## src/rtl/frame_loader.sv

```systemverilog
// frame_loader: hunts for a sync byte in a byte stream, packs the next 192
// payload bytes into 64 24-bit pixels written to a pixel_column_mux, then
// requests a frame swap once the mux reports ready.
module frame_loader #(
  parameter logic [7:0]  SYNC_BYTE      = 8'hA5,
  parameter logic [15:0] TIMEOUT_CYCLES = 16'd50000
) (
  input  logic        clk,
  input  logic        rst,
  input  logic [7:0]  rx_data,
  input  logic        rx_valid,
  input  logic        mux_ready,
  output logic        write_en,
  output logic [5:0]  pixel_addr,
  output logic [23:0] pixel_value,
  output logic        send_frame,
  output logic        busy,
  output logic        frame_err,
  output logic [7:0]  frames_done
);

  typedef enum logic [1:0] {
    ST_IDLE,
    ST_LOAD,
    ST_COMMIT
  } state_t;

  state_t      state_q, state_d;
  logic [1:0]  phase_q, phase_d;
  logic [5:0]  pix_q, pix_d;
  logic [15:0] asm_q, asm_d;
  logic [15:0] tmo_q, tmo_d;
  logic        write_en_q, write_en_d;
  logic [5:0]  addr_q, addr_d;
  logic [23:0] value_q, value_d;
  logic        frame_err_q, frame_err_d;
  logic [7:0]  frames_q, frames_d;
  logic [15:0] tmo_inc;

  assign tmo_inc = tmo_q + 16'd1;

  // The pixel-63 write is still on the bus during the first COMMIT cycle;
  // holding the swap off until it is gone keeps the last write ahead of it.
  assign send_frame  = (state_q == ST_COMMIT) && mux_ready && !write_en_q;
  assign busy        = (state_q != ST_IDLE);
  assign write_en    = write_en_q;
  assign pixel_addr  = addr_q;
  assign pixel_value = value_q;
  assign frame_err   = frame_err_q;
  assign frames_done = frames_q;

  // Next-state, byte packing, timeout and commit decisions.
  always_comb begin
    state_d     = state_q;
    phase_d     = phase_q;
    pix_d       = pix_q;
    asm_d       = asm_q;
    tmo_d       = tmo_q;
    write_en_d  = 1'b0;
    addr_d      = addr_q;
    value_d     = value_q;
    frame_err_d = 1'b0;
    frames_d    = frames_q;
    case (state_q)
      ST_IDLE: begin
        if (rx_valid && (rx_data == SYNC_BYTE)) begin
          state_d = ST_LOAD;
          phase_d = '0;
          pix_d   = '0;
          tmo_d   = '0;
        end
      end
      ST_LOAD: begin
        if (rx_valid) begin
          tmo_d = '0;
          asm_d = {asm_q[7:0], rx_data};
          if (phase_q == 2'd2) begin
            phase_d    = '0;
            write_en_d = 1'b1;
            addr_d     = pix_q;
            value_d    = {asm_q, rx_data};
            pix_d      = pix_q + 6'd1;
            if (pix_q == 6'd63) state_d = ST_COMMIT;
          end else begin
            phase_d = phase_q + 2'd1;
          end
        end else begin
          tmo_d = tmo_inc;
          if (tmo_inc == TIMEOUT_CYCLES) begin
            frame_err_d = 1'b1;
            state_d     = ST_IDLE;
          end
        end
      end
      ST_COMMIT: begin
        if (send_frame) begin
          state_d  = ST_IDLE;
          frames_d = frames_q + 8'd1;
        end
      end
      default: state_d = ST_IDLE;
    endcase
  end

  // State and output registers with asynchronous reset.
  always_ff @(posedge clk or posedge rst) begin
    if (rst) begin
      state_q     <= ST_IDLE;
      phase_q     <= '0;
      pix_q       <= '0;
      asm_q       <= '0;
      tmo_q       <= '0;
      write_en_q  <= 1'b0;
      addr_q      <= '0;
      value_q     <= '0;
      frame_err_q <= 1'b0;
      frames_q    <= '0;
    end else begin
      state_q     <= state_d;
      phase_q     <= phase_d;
      pix_q       <= pix_d;
      asm_q       <= asm_d;
      tmo_q       <= tmo_d;
      write_en_q  <= write_en_d;
      addr_q      <= addr_d;
      value_q     <= value_d;
      frame_err_q <= frame_err_d;
      frames_q    <= frames_d;
    end
  end

endmodule

```

## config.mk

```make
export PLATFORM = sky130hd
export DESIGN_NAME = frame_loader
export DESIGN_NICKNAME = d
export VERILOG_FILES = /design/src/rtl/frame_loader.sv
export SDC_FILE = /design/constraint.sdc
export NUM_CORES = 1
export LEC_CHECK = 0
export BUFFER_PORTS_ARGS = -buffer_cell sky130_fd_sc_hd__buf_4
export CORE_AREA = 2 2 97 169
export CTS_BUF_LIST = sky130_fd_sc_hd__clkbuf_8
export CTS_CLUSTER_SIZE = 12
export DETAILED_ROUTE_END_ITERATION = 10
export DIE_AREA = 0 0 99 171
export SKIP_LAST_GASP = 1
export SYNTH_ARGS = -nofsm -noshare
export SYNTH_HDL_FRONTEND = slang
export SYNTH_SLANG_ARGS = --single-unit
export TNS_END_PERCENT = 100
```

## constraint.sdc

```tcl
create_clock -name clk -period 3 [get_ports clk]
set_input_delay 0.6 -clock clk [delete_from_list [all_inputs] [get_ports clk]]
set_output_delay 0.6 -clock clk [all_outputs]
set_load 0.02 [all_outputs]
```

==> impl_metrics.json, run 1 <==
{
  "coreArea_mm2": 0.0156,
  "htreeDepth": 3,
  "setup_tns_ns": 0,
  "finClkSkew_ns": 0.0142,
  "io_buffers": 53,
  "ant_nets": 0,
  "hold_viol": 0,
  "hpwlAfterDp_um": 5850,
  "async_flop_share": 1.00,
  "yosysUniqueCellTypes": 45,
  "cts-buffers-inserted": 9,
  "worst-path-buf-inv": 1,
  "status": "complete, no violations",
  "ys.flop_type": "dfrtp_1",
  "crit_family": "simple AND/OR/NAND/NOR gates",
  "setup_violations": 0,
  "cts_resized": 0,
  "vias": 2743,
  "worst_path_max_delay_cell": "and3_1",
  "crit_path_start_kind": "flop",
  "regArea_mm2": 0.00205,
  "cp_cell_sequence": "nor2b_1 > and3_1 > buf_12 > mux2_2",
  "finalCritPeriodShare": 0.746,
  "fin_cells": 571,
  "synth-edff-count": 0,
  "worstPathMaxFanout": 24,
  "grt_start_max_net_pins": 45,
  "critPathLaunch": "state_q[0]",
  "holdWs_ns": 0.330,
  "rows": 61,
  "finalCriticalPeriod_ns": 2.24,
  "peakVddDrop_v": 0.000296,
  "syn_area_per_cell_um2": 11.7,
  "drt_wl_total_um": 8190,
  "ys_warn_count": 0,
  "dieArea_mm2": 0.0169,
  "synth_top_cell_by_area": "dfrtp_1",
  "synth.area.top_cells": "dfrtp_1 54%, mux2_2 14%, o21ai_0 2.5%",
  "start_util": 0.244,
  "gp_congestion": 0.800,
  "dp_slack_ns": 0.546,
  "cts_tree": "built",
  "synthCells": 327,
  "die_w_um": 99,
  "slew_violations": 0,
  "swShare": 0.273,
  "num_antenna_cells": 0,
  "fillerInstances": 1572,
  "grt_pass1_wl_um": 13900,
  "min_path_type": "primary input to asynchronous set/reset pin",
  "p_leak_nw": 2.15,
  "drt-wirelength-per-cell_um": 14.3,
  "clk_latency_ns": 0.35,
  "die_y_um": 171,
  "first_pass_iters": 4,
  "drc_errors": 0,
  "layout.nets": 393,
  "combPwrFrac": 0.110,
  "syn_area_mm2": 0.00381,
  "worst_ep_arrival_time_ns": 2.47,
  "cp-end-kind": "flop",
  "rr_startpoint": "state_q[0]",
  "worst_pin_slew_ns": 0.822,
  "drtIter0Drc": 98,
  "grt_overflow": 0,
  "maxCapViolCount": 0,
  "cts.root.buffer_cell": "clkbuf_8",
  "yosysSeqAreaShare": 0.538,
  "grt_pass1_vias": 2822,
  "io_pins": 54,
  "synth_nets": 343,
  "relSlewSlack": 0.451,
  "power_frac_clock": 0.315,
  "antenna_found_initial": 0,
  "criticalPathCategory": "flop to flop",
  "timing.fmax_mhz": 447,
  "syn2layout_area_growth_pct": 20.5,
  "crit_required_ns": 3.23,
  "p_switching_w": 0.000623,
  "dp_cells": 555,
  "powerDensity_mw_per_mm2": 498,
  "rsz0062_at_grt": "no",
  "power.internal_w": 0.00166,
  "drive_gt1_frac": 0.340,
  "slowest_delay_ns": 0.57,
  "via_per_inst": 4.80,
  "cts_hold_buf": 0,
  "clk_pin_slew_ns": 0.08,
  "seqPwrFrac": 0.575,
  "multiInputGateArea_mm2": 0.00165,
  "r2r_slack_ns": 0.76,
  "postCtsSetupRepairBufs": 0,
  "setup_ws_ns": 0.762,
  "yosysTopAreaCellShare": 0.538,
  "gr-usage-all-layers": 0.101,
  "synth_seq_cells": 82,
  "r2r-end": "pixel_value[11]",
  "rr_worst_depth": 4,
  "clkSinkCount": 82,
  "clockBufferDepth": 2
}
[cell families (layout without fill, tap and decap cells)]
logic type,after synthesis,count (layout),synth area share
flip-flops,82,82,0.538
XOR/XNOR,12,12,0.0276
multiplexers,51,51,0.150
buffers and inverters,24,79,0.0279
AO/OA/AOI/OAI,59,59,0.104
AND/OR/NAND/NOR,95,95,0.139
adder cells (fa/ha/maj),4,4,0.0131
[layout by cell type, fill, tap and decap left out, types with 4 or more instances in the layout]
master    instances
o31ai_1           4
dfrtp_1          82
nand2b_1          5
o21ai_0          19
and2_1            4
nand2_1          22
o21ai_2           4
nor2_1           15
nand3_1          11
ha_1              4
and3_1            5
xor2_1            6
nor2b_1           6
a31oi_1           5
xnor2_1           6
clkbuf_8         10
nand4_1          11
mux2_2           49
inv_1             7
a21oi_1           9
buf_4            55
[worst register-to-register path: stages (launching register included)]
cell and delay, ns:
dfrtp_1 0.51, nor2b_1 0.42, and3_1 0.57, buf_12 0.25, mux2_2 0.36
[state kept, by name, summed over array words and instances (netlist names)]
name and cells:
asm_q 16, frame_err 1, frames_done 8, phase_q 2
pix_q 6, pixel_addr 6, pixel_value 24, state_q 2
tmo_q 16, write_en 1
[layer usage]
metal / routed length, um / part of all wire / GRT usage / vias to the layer above
met5: 0 / 0 / 0 / -
met4: 127 / 0.016 / 0.0471 / 0
met3: 345 / 0.042 / 0.0257 / 9
met2: 4470 / 0.55 / 0.176 / 55
met1: 3250 / 0.40 / 0.115 / 1388
li1: - / - / - / 1291
[stage by stage]
step	power [W]	utilization	area, um2
after floorplan	0.00149	-	3810
after global placement	0.00158	0.282	4420
after detailed placement	0.00159	0.282	4420
after CTS	0.00232	0.293	4590
after global routing	0.00241	0.293	4590
final	0.00228	0.293	4590
[synth_stat cells, types with 4 or more instances]
cell,number
clkbuf_1,10
xnor2_1,6
nand3_1,11
nand2b_1,5
o31ai_1,4
buf_2,6
nand4_1,11
and2_1,4
xor2_1,6
and3_1,5
inv_1,6
o21ai_2,4
o21ai_0,19
nor2_1,15
nor2b_1,6
a31oi_1,5
mux2_2,49
ha_1,4
nand2_1,22
a21oi_1,9
dfrtp_1,82
[worst max-delay path by stage]
| stage | endpoint | slack [ns] | cells past startpoint |
|---|---|---|---|
| after floorplan | asm_q[0] | 0.29 | 1 |
| after global placement | pix_q[2] | 0.61 | 6 |
| after detailed placement | tmo_q[9] | 0.55 | 6 |
| after CTS | pixel_value[17] | 0.76 | 4 |
| after global routing | pixel_value[11] | 0.62 | 4 |
| final | pixel_value[11] | 0.76 | 4 |
[final cells by class]
| cell class | instances | share of cell area |
|---|---|---|
| Clock buffer | 10 | 0.0300 |
| Clock inverter | 6 | 0.00763 |
| Sequential cell | 82 | 0.447 |
| Multi-Input combinational cell | 221 | 0.360 |
| Inverter | 6 | 0.00518 |
| Tap cell | 189 | 0.0515 |
| Timing Repair Buffer | 57 | 0.0987 |
[power groups by stage]
stage	clock network [W]	registers (W)	logic [W]
finish	0.000720	0.00131	0.000251
global route	0.000793	0.00134	0.000282
CTS	0.000749	0.00132	0.000257
detailed placement	0	0.00134	0.000256
global placement	0	0.00133	0.000246
floorplan	0	0.00132	0.000171
Note: power is estimated with default switching activity, not from simulation.
==> run 2, diff against run 1 <==
Clock period 3 ns to 2.2 ns, I/O delays scaled along.
==> impl_metrics.json, run 2 (synthesized netlist as in run 1, its figures left out) <==
{
  "status": "complete, no violations",
  "layout_commonest_cell": "dfrtp_1",
  "die_w_um": 99,
  "min_path_type": "primary input to asynchronous set/reset pin",
  "drtIter0Drc": 194,
  "cp-end-kind": "primary output",
  "postCtsSetupRepairBufs": 0,
  "syn2layout_area_growth_pct": 24.3,
  "grt_pass1_wl_um": 14100,
  "cp_cell_sequence": "nor4bb_1 > buf_4 > buf_4",
  "cts_hold_buf": 0,
  "worst_path_max_delay_cell": "dfrtp_1",
  "hold_viol": 0,
  "drive_gt1_frac": 0.365,
  "final_cell_mix": "82 x dfrtp_1, 67 x buf_4, 49 x mux2_2",
  "setup_ws_ns": 0.237,
  "gp_congestion": 0.777,
  "timing.fmax_mhz": 509,
  "cts-buffers-inserted": 9,
  "clk_latency_ns": 0.36,
  "clockBufferDepth": 2,
  "cts_tree": "built",
  "worst-path-buf-inv": 2,
  "rsz0062_at_grt": "no",
  "largest_register_ff_count": 24,
  "num_antenna_cells": 0,
  "worstPathMaxFanout": 8,
  "layout.nets": 405,
  "first_pass_iters": 4,
  "htreeDepth": 3,
  "peakVddDrop_v": 0.000407,
  "coreArea_mm2": 0.0156,
  "slew_violations": 0,
  "slowest_delay_ns": 0.49,
  "p_leak_nw": 2.23,
  "cp_common_cell": "buf_4",
  "dieArea_mm2": 0.0169,
  "cts_resized": 0,
  "io_pins": 54,
  "fillerInstances": 1590,
  "worst_pin_slew_ns": 0.463,
  "dp_slack_ns": -0.0649,
  "ant_nets": 0,
  "drc_errors": 0,
  "grt_start_max_net_pins": 83,
  "hpwlAfterDp_um": 5950,
  "grt_pass1_vias": 2898,
  "finClkSkew_ns": 0.0107,
  "vias": 2786,
  "gr-usage-all-layers": 0.104,
  "io_buffers": 53,
  "drt_wl_total_um": 8570,
  "cts.root.buffer_cell": "clkbuf_8",
  "worst_ep_arrival_time_ns": 1.52,
  "setup_violations": 0,
  "start_util": 0.244,
  "crit_family": "flip-flops",
  "relSlewSlack": 0.691,
  "clkSinkCount": 82,
  "p_total_w": 0.00341,
  "maxCapViolCount": 0,
  "fin_cells": 583,
  "rows": 61,
  "die_y_um": 171,
  "criticalPathCategory": "flop to primary output",
  "antenna_found_initial": 0,
  "grt_overflow": 0,
  "clk_pin_slew_ns": 0.08,
  "finalCriticalPeriod_ns": 1.96,
  "drt-wirelength-per-cell_um": 14.7,
  "crit_required_ns": 1.76,
  "finalCritPeriodShare": 0.892,
  "via_per_inst": 4.78,
  "powerDensity_mw_per_mm2": 719,
  "dp_cells": 567,
  "crit_path_start_kind": "flop"
}
-- run 2: power breakdown --
part | internal (W) | total (W) | switching, W
Clock | 0.000672 | 0.00125 | 0.000574
Sequential | 0.00166 | 0.00177 | 0.000108
Combinational | 0.000202 | 0.000397 | 0.000196
-- run 2: cell type report --
class                           count  area [um2]  area share
Multi-Input combinational cell    221        1650       0.349
Timing Repair Buffer               69         543       0.115
Clock inverter                      6        90.1      0.0190
Sequential cell                    82        2050       0.433
Tap cell                          189         236      0.0499
Inverter                            6        26.3     0.00555
Clock buffer                       10         138      0.0290
-- run 2: per-stage QoR --
| stage | hold slack, ns | TNS, ns | util | area (um2) |
|---|---|---|---|---|
| 2_1_floorplan | 0.468 | 0 | - | 3810 |
| 5_1_grt | 0.214 | 0 | 0.303 | 4740 |
| 3_3_place_gp | 0.465 | -0.0719 | 0.288 | 4510 |
| 3_5_place_dp | 0.476 | -0.267 | 0.288 | 4510 |
| 6_report | 0.178 | 0 | 0.303 | 4740 |
| 4_1_cts | 0.201 | 0 | 0.303 | 4740 |
-- run 2: path summary, 6_finish.rpt --
| kind | start | end | slack, ns | cells past startpoint |
|---|---|---|---|---|
| setup / recovery | state_q[0] | send_frame | 0.24 | 3 |
| min in group clk | rx_data[3] | asm_q[3] | 0.33 | 2 |
| hold reg to reg | frames_done[7] | frames_done[7] | 0.48 | 1 |
| hold / removal | rst | pixel_value[14] | 0.18 | 3 |
| max in group asynchronous | rst | frames_done[2] | 1.65 | 3 |
| setup reg to reg | tmo_q[2] | state_q[0] | 0.26 | 5 |
-- run 2: worst reg2reg max path: stages (launching register included) --
cell     delay (ns)
dfrtp_1        0.51
and3_1         0.48
nor4_1         0.11
a311o_1        0.39
and4b_1        0.23
a21oi_1        0.14
-- run 2: per-layer routing --
| layer | vias up | track usage | wire [um] | share of wire |
|---|---|---|---|---|
| met2 | 54 | 0.184 | 4590 | 0.54 |
| li1 | 1317 | - | - | - |
| met1 | 1400 | 0.116 | 3500 | 0.41 |
| met4 | 0 | 0.0506 | 214 | 0.025 |
| met3 | 15 | 0.0245 | 270 | 0.031 |
| met5 | - | 0 | 0 | 0 |
